### config.mk
export PLATFORM = sky130hd
export DESIGN_NAME = time_setter
export DESIGN_NICKNAME = d
export VERILOG_FILES = /design/src/rtl/time_setter.sv
export SDC_FILE = /design/constraint.sdc
export NUM_CORES = 1
export LEC_CHECK = 0
export CAP_MARGIN = 20
export CORE_MARGIN = 8
export CORE_UTILIZATION = 47
export CTS_BUF_LIST = sky130_fd_sc_hd__clkbuf_4 sky130_fd_sc_hd__clkbuf_8
export DETAILED_ROUTE_END_ITERATION = 8
export GPL_ROUTABILITY_DRIVEN = 0
export PLACE_DENSITY_LB_ADDON = 0.12
export SYNTH_ARGS = -nofsm -noshare
export SYNTH_HDL_FRONTEND = slang
export SYNTH_SLANG_ARGS = --single-unit
### constraint.sdc
create_clock -name clk -period 1.75 [get_ports clk]
set_input_delay 0.525 -clock clk [delete_from_list [all_inputs] [get_ports clk]]
set_output_delay 0.525 -clock clk [all_outputs]
set_load 0.01 [all_outputs]
### src/rtl/time_setter.sv
// time_setter: user set/adjust controller for the day/hour/minute counters.
//
// Walks the user through day -> hour -> minute fields using debounced
// single-cycle button pulses, edits shadow copies captured from the live
// counters, and commits all three fields with one parallel-load cycle.
// Counting is gated off while editing and during the commit cycle.
//
// Optional feature (compile-time macro TIME_SETTER_TIMEOUT_EN):
//   an inactivity counter aborts an edit session back to IDLE, without
//   loading, after TIMEOUT_CYCLES cycles with no button activity.

module time_setter #(
    parameter int unsigned DAY_MIN        = 1,
    parameter int unsigned DAY_MAX        = 7,
    parameter int unsigned HOUR_MAX       = 23,
    parameter int unsigned MIN_MAX        = 59,
    parameter int unsigned TIMEOUT_CYCLES = 1000
) (
    input  logic       clk,
    input  logic       clear_n,
    input  logic       btn_mode,
    input  logic       btn_inc,
    input  logic       btn_set,
    input  logic [2:0] cur_day,
    input  logic [4:0] cur_hour,
    input  logic [5:0] cur_min,
    output logic       day_load,
    output logic [2:0] day_data,
    output logic       hour_load,
    output logic [4:0] hour_data,
    output logic       min_load,
    output logic [5:0] min_data,
    output logic       count_en,
    output logic [1:0] field
);

    // Field limits narrowed to the bus widths they are compared against.
    localparam logic [2:0] DayMin  = 3'(DAY_MIN);
    localparam logic [2:0] DayMax  = 3'(DAY_MAX);
    localparam logic [4:0] HourMax = 5'(HOUR_MAX);
    localparam logic [5:0] MinMax  = 6'(MIN_MAX);

    // Elaboration-time sanity checks on the configuration.
    if (DAY_MIN > DAY_MAX || DAY_MAX > 7) begin : g_bad_day_range
        $error("time_setter: invalid DAY_MIN/DAY_MAX");
    end
    if (HOUR_MAX > 31 || MIN_MAX > 63) begin : g_bad_field_range
        $error("time_setter: HOUR_MAX/MIN_MAX do not fit the data buses");
    end
    if (TIMEOUT_CYCLES == 0 || TIMEOUT_CYCLES > 65536) begin : g_bad_timeout
        $error("time_setter: TIMEOUT_CYCLES must fit the 16-bit idle counter");
    end

    typedef enum logic [2:0] {
        StIdle,
        StEditDay,
        StEditHour,
        StEditMin,
        StCommit
    } state_e;

    state_e     state_q, state_d;
    logic [2:0] sh_day_q, sh_day_d;
    logic [4:0] sh_hour_q, sh_hour_d;
    logic [5:0] sh_min_q, sh_min_d;

    logic       load_q;
    logic       count_en_q;
    logic [1:0] field_q;

    logic       editing;
    logic       any_btn;
    logic       timeout_hit;

    // Wrapped increments; an out-of-range shadow snaps to the field minimum.
    logic [2:0] day_inc;
    logic [4:0] hour_inc;
    logic [5:0] min_inc;

    // Increment values for each shadow field.
    always_comb begin
        day_inc  = sh_day_q + 3'd1;
        hour_inc = sh_hour_q + 5'd1;
        min_inc  = sh_min_q + 6'd1;
        if (sh_day_q >= DayMax || sh_day_q < DayMin) begin
            day_inc = DayMin;
        end
        if (sh_hour_q >= HourMax) begin
            hour_inc = 5'd0;
        end
        if (sh_min_q >= MinMax) begin
            min_inc = 6'd0;
        end
    end

    assign editing = (state_q == StEditDay) || (state_q == StEditHour) ||
                     (state_q == StEditMin);
    assign any_btn = btn_mode | btn_inc | btn_set;

`ifdef TIME_SETTER_TIMEOUT_EN
    logic [15:0] idle_cnt_q, idle_cnt_d;

    // Inactivity counter: cleared by any button, runs only while editing.
    always_comb begin
        idle_cnt_d = idle_cnt_q;
        if (any_btn || !editing) begin
            idle_cnt_d = 16'd0;
        end else begin
            idle_cnt_d = idle_cnt_q + 16'd1;
        end
    end

    // Abort only on a quiet cycle; a pulse in the same cycle takes precedence.
    assign timeout_hit = editing && !any_btn &&
                         (idle_cnt_q == 16'(TIMEOUT_CYCLES - 1));

    // Inactivity counter register.
    always_ff @(posedge clk or negedge clear_n) begin
        if (!clear_n) begin
            idle_cnt_q <= 16'd0;
        end else begin
            idle_cnt_q <= idle_cnt_d;
        end
    end
`else
    assign timeout_hit = 1'b0;
`endif

    // Next-state and shadow update; button priority is set > mode > inc.
    always_comb begin
        state_d   = state_q;
        sh_day_d  = sh_day_q;
        sh_hour_d = sh_hour_q;
        sh_min_d  = sh_min_q;

        unique case (state_q)
            StIdle: begin
                // Entering edit snapshots the live counters into the shadows.
                if (btn_mode) begin
                    state_d   = StEditDay;
                    sh_day_d  = cur_day;
                    sh_hour_d = cur_hour;
                    sh_min_d  = cur_min;
                end
            end
            StEditDay: begin
                if (btn_set) begin
                    state_d = StCommit;
                end else if (btn_mode) begin
                    state_d = StEditHour;
                end else if (btn_inc) begin
                    sh_day_d = day_inc;
                end
            end
            StEditHour: begin
                if (btn_set) begin
                    state_d = StCommit;
                end else if (btn_mode) begin
                    state_d = StEditMin;
                end else if (btn_inc) begin
                    sh_hour_d = hour_inc;
                end
            end
            StEditMin: begin
                if (btn_set || btn_mode) begin
                    state_d = StCommit;
                end else if (btn_inc) begin
                    sh_min_d = min_inc;
                end
            end
            StCommit: begin
                state_d = StIdle;
            end
            default: begin
                state_d = StIdle;
            end
        endcase

        if (timeout_hit) begin
            state_d = StIdle;
        end
    end

    // State and shadow registers.
    always_ff @(posedge clk or negedge clear_n) begin
        if (!clear_n) begin
            state_q   <= StIdle;
            sh_day_q  <= DayMin;
            sh_hour_q <= 5'd0;
            sh_min_q  <= 6'd0;
        end else begin
            state_q   <= state_d;
            sh_day_q  <= sh_day_d;
            sh_hour_q <= sh_hour_d;
            sh_min_q  <= sh_min_d;
        end
    end

    // Registered outputs, decoded from the state being entered so they line
    // up with state_q in the following cycle.
    always_ff @(posedge clk or negedge clear_n) begin
        if (!clear_n) begin
            load_q     <= 1'b0;
            count_en_q <= 1'b1;
            field_q    <= 2'd0;
        end else begin
            load_q     <= (state_d == StCommit);
            count_en_q <= (state_d == StIdle);
            unique case (state_d)
                StEditDay:  field_q <= 2'd1;
                StEditHour: field_q <= 2'd2;
                StEditMin:  field_q <= 2'd3;
                default:    field_q <= 2'd0;
            endcase
        end
    end

    assign day_load  = load_q;
    assign hour_load = load_q;
    assign min_load  = load_q;
    assign day_data  = sh_day_q;
    assign hour_data = sh_hour_q;
    assign min_data  = sh_min_q;
    assign count_en  = count_en_q;
    assign field     = field_q;

endmodule

==> flow_summary_export.csv <==
group,metric,value,unit
final_layout,nets,214,
global_route,grt_pass1_vias,1284,
critical_path,cp.depth,5,
critical_path,cp.required,1940,ps
timing,hold_violations,0,
critical_path,r2r_setup_slack,110,ps
routing,first_iter_violations,81,
placed_design,dp.cells,203,
power_and_ir_drop,comb_power_share,0.595,
clock_tree,clk_latency,300,ps
synthesis,ys_ff_latch,21,
synthesis,async_flop_share,1.00,
timing,post-route-min-period,1720,ps
final_layout,fillCellCount,190,
clock_tree,clockBufferDepth,2,
routing,drc,0,
clock_tree,clk_pin_slew,120,ps
synthesis,synth_cell_types,40,
global_route,grt_pass1_wl,5800,µm
power_and_ir_drop,intPower,0.00165,W
routing,drt-wirelength-per-cell,15.0,µm
critical_path,critical_path.startpoint,"btn_inc",
timing,hold_ws,547,ps
power_and_ir_drop,p_switching,0.00106,W
critical_path,critical_path_class,"input pin to register",
final_layout,utilization,0.742,
critical_path,cp_slowest_cell,"clkdlybuf4s50_1",
min_path,worstHoldPathType,"input pin to asynchronous set/reset pin",
final_layout,syn_to_final_growth,50.8,%
clock_tree,root_buffer,"clkbuf_4",
final_layout,stdcell_count,220,
clock_tree,cts_sinks,21,
critical_path,start_kind,"input pin",
timing,fin_skew,8.93,ps
floorplanning,fp.dieW,66.9,µm
critical_path,cpLargestDelayFamily,"simple AND/OR/NAND/NOR gates",
power_and_ir_drop,clkPwrFrac,0.092,
power_and_ir_drop,ir_worst_vdd,968,µV
floorplanning,rows,18,
synthesis,synth_warnings,0,
global_route,grt_max_degree,22,
synthesis,synth_area_leaders,"dfrtp_1 (39%), dfstp_2 (4.3%), a21oi_1 (4.1%), ha_1 (4.1%), nand2_1 (3.4%)",
routing,ant_nets,0,
synthesis,avgSynthCellArea,9.45,µm²
critical_path,r2r-start,"state_q[2]",
critical_path,crit_fanout,3,
power_and_ir_drop,p_per_area,1480,nW/µm²
clock_tree,cts_made_buffers,3,
synthesis,syn_area,1220,µm²
synthesis,synth.largest_area_cell,"dfrtp_1",
timing,finalWorstSetupSlack,33.4,ps
power_and_ir_drop,p_leak,0.939,nW
placed_design,place_ws,-388,ps
synthesis,synth_cells,129,
routing,drt_wl_total,3300,µm
critical_path,path_buf_inv,1,
floorplanning,pin_count,39,
outcome,status,"finished, final reports clean",
clock_tree,hold_buffers,0,
synthesis,yosysTopAreaCellShare,0.390,
critical_path,rr_worst_depth,3,
timing,slew_violations,0,
timing,max_freq,0.583,GHz
synthesis,synth.most_common_cell,"dfrtp_1",
critical_path,cp-end-kind,"register",
routing,via_per_inst,5.45,
placed_design,dp_hpwl,2240,µm
floorplanning,die_y,66.9,µm
critical_path,r2r-end,"day_data[1]",
timing,slew_headroom,0.768,
routing,route.vias.total,1199,
synthesis,synth_edf_count,0,
critical_path,critPathMaxStageDelay,450,ps
final_layout,drive_gt1_frac,0.226,
power_and_ir_drop,p_sw_frac,0.392,
floorplanning,initial_core_util,0.492,
clock_tree,tritoncts,"yes",
floorplanning,die_area,4480,µm²
flow_run,max_cap_viol_count,0,
floorplanning,core_area,2480,µm²
synthesis,synth_fp_nets,152,
placed_design,numPortBuffers,38,
synthesis,netlist_top_cells_count,"dfrtp_1 (19), nand2_1 (11), nor2_1 (11), a21oi_1 (10), o21ai_0 (7)",
timing,rsz0062_at_grt,"no",
timing,worstMarginPinSlew,348,ps
global_route,antenna_found_initial,0,
power_and_ir_drop,seq_power_share,0.313,
synthesis,synth-seq-area-share,0.433,
global_route,overflow,0,
timing,post-route-period-util,0.981,
synthesis,synth_flop_cell,"dfrtp_1",
timing,setup_viol,0,
power_and_ir_drop,power,0.00271,W
final_layout,antennaDiodeCount,0,
clock_tree,cts-htree-levels,1,
critical_path,critPathArrivalTime,1910,ps
global_route,track_usage,0.161,
critical_path,crit_chain,"clkdlybuf4s50_1, nor3b_4, a21oi_1, or3_1, mux2_2",
routing,dr.pass1.iters,4,
==> cell type report <==
cell class	instances	area, µm²	area share
multi-input cells	95	637	0.346
repair buffers	64	583	0.317
flip-flops and latches	21	528	0.287
well taps	30	37.5	0.0204
clock buffers	4	30.0	0.0163
inverters	6	22.5	0.0123
==> how the worst max path moves through the flow <==
stage | slack, ps | end
after floorplan | 160 | day_data[1]
after global placement | -340 | day_data[1]
after detailed placement | -390 | day_data[1]
after CTS | 0.02 | hour_data[1]
after global routing | 0.4 | field[0]
final | 30 | day_data[2]
==> cells in the final DEF (no fill, tap or decap), types with 2 or more instances in the layout <==
cell	netlist	layout
a22oi_1	4	4
mux2_2	3	3
dfrtp_1	19	19
a31oi_1	3	3
or3b_4	1	2
nor2_1	11	11
nor3_1	6	6
nand2_1	11	11
o22ai_1	2	2
dfstp_2	2	2
a21o_1	2	2
nand3_1	6	6
inv_1	6	6
a32oi_1	3	3
o2bb2ai_1	2	2
clkdlybuf4s50_1	0	17
buf_4	3	26
dlymetal6s2s_1	0	9
clkbuf_4	0	4
ha_1	4	4
a21oi_1	10	10
dlygate4sd2_1	0	12
o21ai_0	7	7
==> kinds of logic after synthesis <==
logic type / after synthesis / synth area share
buf+inv: 13 / 0.0524
xor+xnor: 1 / 0.00719
flops: 21 / 0.433
simple gates: 46 / 0.206
fa+ha+maj: 4 / 0.0411
compound gates: 40 / 0.220
mux: 4 / 0.0400
==> per-stage QoR <==
stage          cell area, µm²  setup TNS (ps)
3_5_place_dp             1690           -4460
4_1_cts                  1790               0
3_3_place_gp             1690           -3790
2_1_floorplan            1220               0
6_report                 1840               0
5_1_grt                  1840               0
==> routing by layer <==
metal / part of all wire / GRT usage / vias up
met5: 0 / 0 / -
met1: 0.43 / 0.192 / 565
met3: 0.066 / 0.0419 / 2
met4: 0.0049 / 0.0470 / 0
met2: 0.50 / 0.276 / 30
li1: - / - / 602
==> what timing repair did <==
action / CTS / global route
resized for setup: 12 / 11
endpoints found under the setup margin: 25 / 17
setup buffers: 11 / 2
pin swaps: 1 / 0
==> state kept, by name (all words and copies together), names as in the netlist <==
register   cells
state_q        3
min_data       6
hour_data      5
day_load       1
field          2
count_en       1
day_data       3
==> power by group through the flow <==
stage / Sequential [W] / Combinational [W] / Clock [W]
after floorplan: 0.00101 / 0.000653 / 0
after global placement: 0.000942 / 0.00136 / 0
after detailed placement: 0.000956 / 0.00139 / 0
after CTS: 0.000859 / 0.00157 / 0.000262
after global routing: 0.000874 / 0.00177 / 0.000295
final: 0.000850 / 0.00161 / 0.000250
No activity file was read; power rests on OpenSTA's default activity.
